[config.mk]
export PLATFORM = sky130hd
export DESIGN_NAME = ascii_binary_assembler
export DESIGN_NICKNAME = d
export VERILOG_FILES = /design/src/rtl/ascii_binary_assembler.sv
export SDC_FILE = /design/constraint.sdc
export NUM_CORES = 1
export LEC_CHECK = 0
export CORE_MARGIN = 5
export CORE_UTILIZATION = 45
export CTS_CLUSTER_SIZE = 25
export DETAILED_ROUTE_END_ITERATION = 10
export PLACE_DENSITY = 0.72
export REMOVE_ABC_BUFFERS = 1
export SLEW_MARGIN = 20
export SYNTH_ARGS = -nofsm -noshare
export SYNTH_HDL_FRONTEND = slang
export SYNTH_SLANG_ARGS = --single-unit
[constraint.sdc]
create_clock -name clk -period 2 [get_ports clk]
set_clock_uncertainty 0.2 [all_clocks]
set_input_delay 0.2 -clock clk [delete_from_list [all_inputs] [get_ports clk]]
set_output_delay 0.2 -clock clk [all_outputs]
set_load 0.02 [all_outputs]
[src/rtl/ascii_binary_assembler.sv]
// rtl/ascii_binary_assembler.sv - ASCII '0'/'1' stream to binary word assembler with valid/ready ports
// Optional per-keystroke echo trace enabled by defining ASM_ECHO_EN.
module ascii_binary_assembler #(
  parameter int WIDTH = 8,
  localparam int LENW = $clog2(WIDTH + 1)
) (
  input  logic             clk,
  input  logic             rst,
  input  logic             in_valid,
  output logic             in_ready,
  input  logic [7:0]       in_data,
  output logic             out_valid,
  input  logic             out_ready,
  output logic [WIDTH-1:0] out_word,
  output logic [LENW-1:0]  out_len,
  output logic             out_ovf,
`ifdef ASM_ECHO_EN
  output logic             echo_valid,
  output logic             echo_bit,
`endif
  output logic             done
);

  typedef enum logic [1:0] {
    IDLE    = 2'd0,
    COLLECT = 2'd1,
    HOLD    = 2'd2,
    ENDED   = 2'd3
  } state_t;

  localparam logic [LENW-1:0] CNT_MAX = LENW'(WIDTH);

  state_t           state_q, state_d;
  logic [WIDTH-1:0] acc_q, acc_d;
  logic [LENW-1:0]  cnt_q, cnt_d;
  logic             ovf_q, ovf_d;
  logic             end_pend_q, end_pend_d;
  logic             out_valid_q, out_valid_d;
  logic [WIDTH-1:0] out_word_q, out_word_d;
  logic [LENW-1:0]  out_len_q, out_len_d;
  logic             out_ovf_q, out_ovf_d;
  logic             done_q, done_d;

  logic accept;
  logic is_digit;
  logic is_lf;
  logic is_cr;

  // Acceptance is gated by rst so the reset cycle never takes a character.
  assign in_ready = !rst && ((state_q == IDLE) || (state_q == COLLECT));
  assign accept   = in_valid && in_ready;
  assign is_digit = (in_data[7:1] == 7'b0011000);
  assign is_lf    = (in_data == 8'h0A);
  assign is_cr    = (in_data == 8'h0D);

  always_comb begin
    state_d     = state_q;
    acc_d       = acc_q;
    cnt_d       = cnt_q;
    ovf_d       = ovf_q;
    end_pend_d  = end_pend_q;
    out_valid_d = out_valid_q;
    out_word_d  = out_word_q;
    out_len_d   = out_len_q;
    out_ovf_d   = out_ovf_q;
    done_d      = done_q;

    case (state_q)
      IDLE, COLLECT: begin
        if (accept) begin
          if (is_digit) begin
            acc_d = {acc_q[WIDTH-2:0], in_data[0]};
            if (cnt_q == CNT_MAX) begin
              ovf_d = 1'b1;
            end else begin
              cnt_d = cnt_q + LENW'(1);
            end
            state_d = COLLECT;
          end else if (is_lf) begin
            if (state_q == COLLECT) begin
              out_word_d  = acc_q;
              out_len_d   = cnt_q;
              out_ovf_d   = ovf_q;
              out_valid_d = 1'b1;
              state_d     = HOLD;
            end
          end else if (!is_cr) begin
            end_pend_d = 1'b1;
            if (state_q == COLLECT) begin
              out_word_d  = acc_q;
              out_len_d   = cnt_q;
              out_ovf_d   = ovf_q;
              out_valid_d = 1'b1;
              state_d     = HOLD;
            end else begin
              done_d  = 1'b1;
              state_d = ENDED;
            end
          end
        end
      end
      HOLD: begin
        if (out_ready) begin
          acc_d       = '0;
          cnt_d       = '0;
          ovf_d       = 1'b0;
          out_valid_d = 1'b0;
          if (end_pend_q) begin
            done_d  = 1'b1;
            state_d = ENDED;
          end else begin
            state_d = IDLE;
          end
        end
      end
      default: begin
        state_d = ENDED;
      end
    endcase
  end

  always_ff @(posedge clk) begin
    if (rst) begin
      state_q     <= IDLE;
      acc_q       <= '0;
      cnt_q       <= '0;
      ovf_q       <= 1'b0;
      end_pend_q  <= 1'b0;
      out_valid_q <= 1'b0;
      out_word_q  <= '0;
      out_len_q   <= '0;
      out_ovf_q   <= 1'b0;
      done_q      <= 1'b0;
    end else begin
      state_q     <= state_d;
      acc_q       <= acc_d;
      cnt_q       <= cnt_d;
      ovf_q       <= ovf_d;
      end_pend_q  <= end_pend_d;
      out_valid_q <= out_valid_d;
      out_word_q  <= out_word_d;
      out_len_q   <= out_len_d;
      out_ovf_q   <= out_ovf_d;
      done_q      <= done_d;
    end
  end

  assign out_valid = out_valid_q;
  assign out_word  = out_word_q;
  assign out_len   = out_len_q;
  assign out_ovf   = out_ovf_q;
  assign done      = done_q;

`ifdef ASM_ECHO_EN
  logic echo_valid_q;
  logic echo_bit_q;

  always_ff @(posedge clk) begin
    if (rst) begin
      echo_valid_q <= 1'b0;
      echo_bit_q   <= 1'b0;
    end else begin
      echo_valid_q <= accept && is_digit;
      echo_bit_q   <= (accept && is_digit) ? in_data[0] : echo_bit_q;
    end
  end

  assign echo_valid = echo_valid_q;
  assign echo_bit   = echo_bit_q;
`endif

endmodule

==> results.sh <==
export IMPL_status="finished clean"
export IMPL_holdPathStages=2
export IMPL_end_kind="flip-flop"
export IMPL_num_io_pins=28
export IMPL_power_net_switching_w=0.000547
export IMPL_first_iter_violations=102
export IMPL_antenna_cells=0
export IMPL_leakagePower_nw=0.714
export IMPL_swShare_pct=32.1
export IMPL_initial_core_util_pct=45.6
export IMPL_die_w_microns=67.7
export IMPL_synth_edff_count=0
export IMPL_grt_overflow_total=0
export IMPL_ys_ff_latch=31
export IMPL_coreArea_sq_um=3280
export IMPL_io_buffer_count=27
export IMPL_fmax_mhz=524
export IMPL_die_area_sq_um=4590
export IMPL_grt_max_degree=16
export IMPL_critPathLaunchType="primary input"
export IMPL_tightest_slew_ns=0.552
export IMPL_layout_commonest_cell="nand3_1"
export IMPL_r2r_cells=6
export IMPL_critPathMaxFanout=14
export IMPL_synth_area_sq_um=1500
export IMPL_drive_above_1_share_pct=17.1
export IMPL_final_cell_count_no_fill=268
export IMPL_hpwl_microns=2920
export IMPL_gp_congestion=0.873
export IMPL_vias=1517
export IMPL_numCtsBuffers=5
export IMPL_post_route_period_util_pct=95.5
export IMPL_syn2layout_area_growth_pct=36.9
export IMPL_final_cell_mix="33 x nand3_1, 31 x dfxtp_1, 26 x clkdlybuf4s50_1"
export IMPL_cap_violations=0
export IMPL_drc=0
export IMPL_grtUsageTotal_pct=19.8
export IMPL_antenna_found_initial=0
export IMPL_ys_warn_count=0
export IMPL_worstPathRequired_ns=2.07
export IMPL_grt_pass1_vias=1514
export IMPL_postRouteAntennaNets=0
export IMPL_synthFlopType="dfxtp_1"
export IMPL_slew_violations=0
export IMPL_crit_type="primary input to flip-flop"
export IMPL_setup_violations=0
export IMPL_hold_violations=0
export IMPL_syn_area_per_cell_sq_um=8.57
export IMPL_cts_root_buf="clkbuf_4"
export IMPL_rrSetupSlack_ns=0.09
export IMPL_drt_total_wl_microns=3970
export IMPL_async_flop_share_pct=0
export IMPL_rsz0062_at_grt="no"
export IMPL_clk_latency_ns=0.34
export IMPL_layout_setup_ws_ns=0.0900
export IMPL_h_tree_depth=2
export IMPL_fin_nets=235
export IMPL_dp_cells=260
export IMPL_seqCellArea_sq_um=621
export IMPL_reg2reg_to="out_word[0]"
export IMPL_clk_path_buf_depth=2
export IMPL_fillers=294
export IMPL_clkTransAtPathRegs_ns=0.10
export IMPL_num_rows=21
export IMPL_synth_seq_area_share_pct=41.4
export IMPL_worstPathArrival_ns=1.98
export IMPL_hold_start="ovf_q"
export IMPL_ir_drop_uv=526
export IMPL_p_clk_share_pct=30.8
export IMPL_cts_setup_buffers=0
export IMPL_cts_tree="yes"
export IMPL_avgRoutedWirePerCell_microns=14.8
export IMPL_power_density_nw_per_um2=829
export IMPL_p_seq_share_pct=41.1
export IMPL_fp_dieH_microns=67.7
export IMPL_cts_sinks=31
export IMPL_multi_input_area_sq_um=787
export IMPL_p_int_w=0.00115
export IMPL_hold_path_end="out_ovf"
export IMPL_fin_crit_ns=1.91
export IMPL_hold_path_class="flip-flop to flip-flop"
export IMPL_slew_headroom_pct=63.2
export IMPL_synth_distinct_cells=40
export IMPL_dpl_worst_slack_ns=-0.253
export IMPL_viasPerCell=5.66
export IMPL_p_comb_share_pct=28.1
export IMPL_drt_first_pass_iters=4
export IMPL_syn_inst=175
export IMPL_grt_pass1_wl_microns=6760
export IMPL_worstReg2RegStart="state_q[1]"
-- state kept, by name, indices dropped and copies added (netlist names) --
name / flops
ovf_q: 1
acc_q: 8
done: 1
out_valid: 1
out_len: 4
out_word: 8
end_pend_q: 1
cnt_q: 4
state_q: 2
out_ovf: 1
-- worst max-delay path by stage --
stage | start | end | slack, ns | depth (start not counted)
floorplan | in_data[6] | out_valid | 0.13 | 4
global placement | in_valid | out_ovf | -0.20 | 5
detailed placement | in_valid | out_word[0] | -0.25 | 5
CTS | in_valid | out_word[0] | 0.1 | 7
global route | state_q[1] | out_word[4] | 0.02 | 4
finish | in_valid | out_word[0] | 0.09 | 7
-- cells by family after synthesis --
| logic type | after synthesis | synth area share [%] |
|---|---|---|
| AO/OA/AOI/OAI | 56 | 23.4 |
| multiplexers | 2 | 1.34 |
| AND/OR/NAND/NOR | 65 | 26.1 |
| flip-flops | 31 | 41.4 |
| buffers and inverters | 19 | 6.09 |
| adder cells (fa/ha/maj) | 2 | 1.67 |
-- through the flow --
stage | utilization (%) | power [W] | hold WS (ns) | instance area (sq um) | setup TNS (ns)
floorplan | - | 0.000960 | 0.0691 | 1430 | 0
CTS | 62.5 | 0.00170 | 0.267 | 2050 | 0
global placement | 59.9 | 0.00117 | 0.254 | 1970 | -3.57
global route | 62.5 | 0.00179 | 0.298 | 2050 | 0
detailed placement | 59.9 | 0.00119 | 0.260 | 1970 | -4.20
finish | 62.5 | 0.00170 | 0.271 | 2050 | 0
-- final cells by class --
cell class	instances	area share [%]
Timing Repair Buffer	51	23.1
Clock buffer	6	2.50
Tap cell	46	2.80
Clock inverter	2	1.71
Multi-Input combinational cell	125	38.4
Inverter	7	1.28
Sequential cell	31	30.2
-- per-layer routing --
layer	global-route usage [%]	vias up	share of wire [%]
li1	-	743	-
met1	20.6	719	40
met2	35.8	46	52
met3	5.82	9	6.0
met4	9.37	0	2.0
met5	0	-	0
-- power by group through the flow --
stage	registers [W]	clock network (W)	logic, W
final	0.000699	0.000525	0.000477
after global placement	0.000711	0	0.000458
after detailed placement	0.000713	0	0.000473
after global routing	0.000706	0.000565	0.000517
after floorplan	0.000722	0	0.000238
after CTS	0.000698	0.000532	0.000474
-- repair_timing --
| action | CTS | global route |
|---|---|---|
| hold endpoints to repair | 0 | 0 |
| endpoints found under the setup margin | 1 | 0 |
| gates resized for setup | 1 | 0 |
| hold buffers | 0 | 0 |
-- cell usage after synthesis (2+ instances only) --
cell type,count,area (sq um)
nor4b_1,2,17.5
o21ai_0,2,10.0
nor3_1,3,15.0
a21o_1,2,15.0
a211oi_1,2,15.0
mux2i_1,2,20.0
nand3_1,33,165
and4_1,3,26.3
or2b_1,2,15.0
inv_1,7,26.3
buf_2,4,20.0
dfxtp_1,31,621
o22ai_1,2,12.5
a31oi_1,2,12.5
nor2_1,9,33.8
nand2_1,4,15.0
buf_6,2,22.5
ha_1,2,25.0
clkbuf_1,6,22.5
a21oi_1,23,115
o21ai_1,13,65.1
-- worst max-delay path: stages --
cell	delay, ns
clkdlybuf4s50_1	0.49
or3b_4	0.39
buf_4	0.16
a311oi_4	0.30
buf_12	0.18
nand3_1	0.09
a21oi_1	0.17
(Power assumes the default switching activity.)
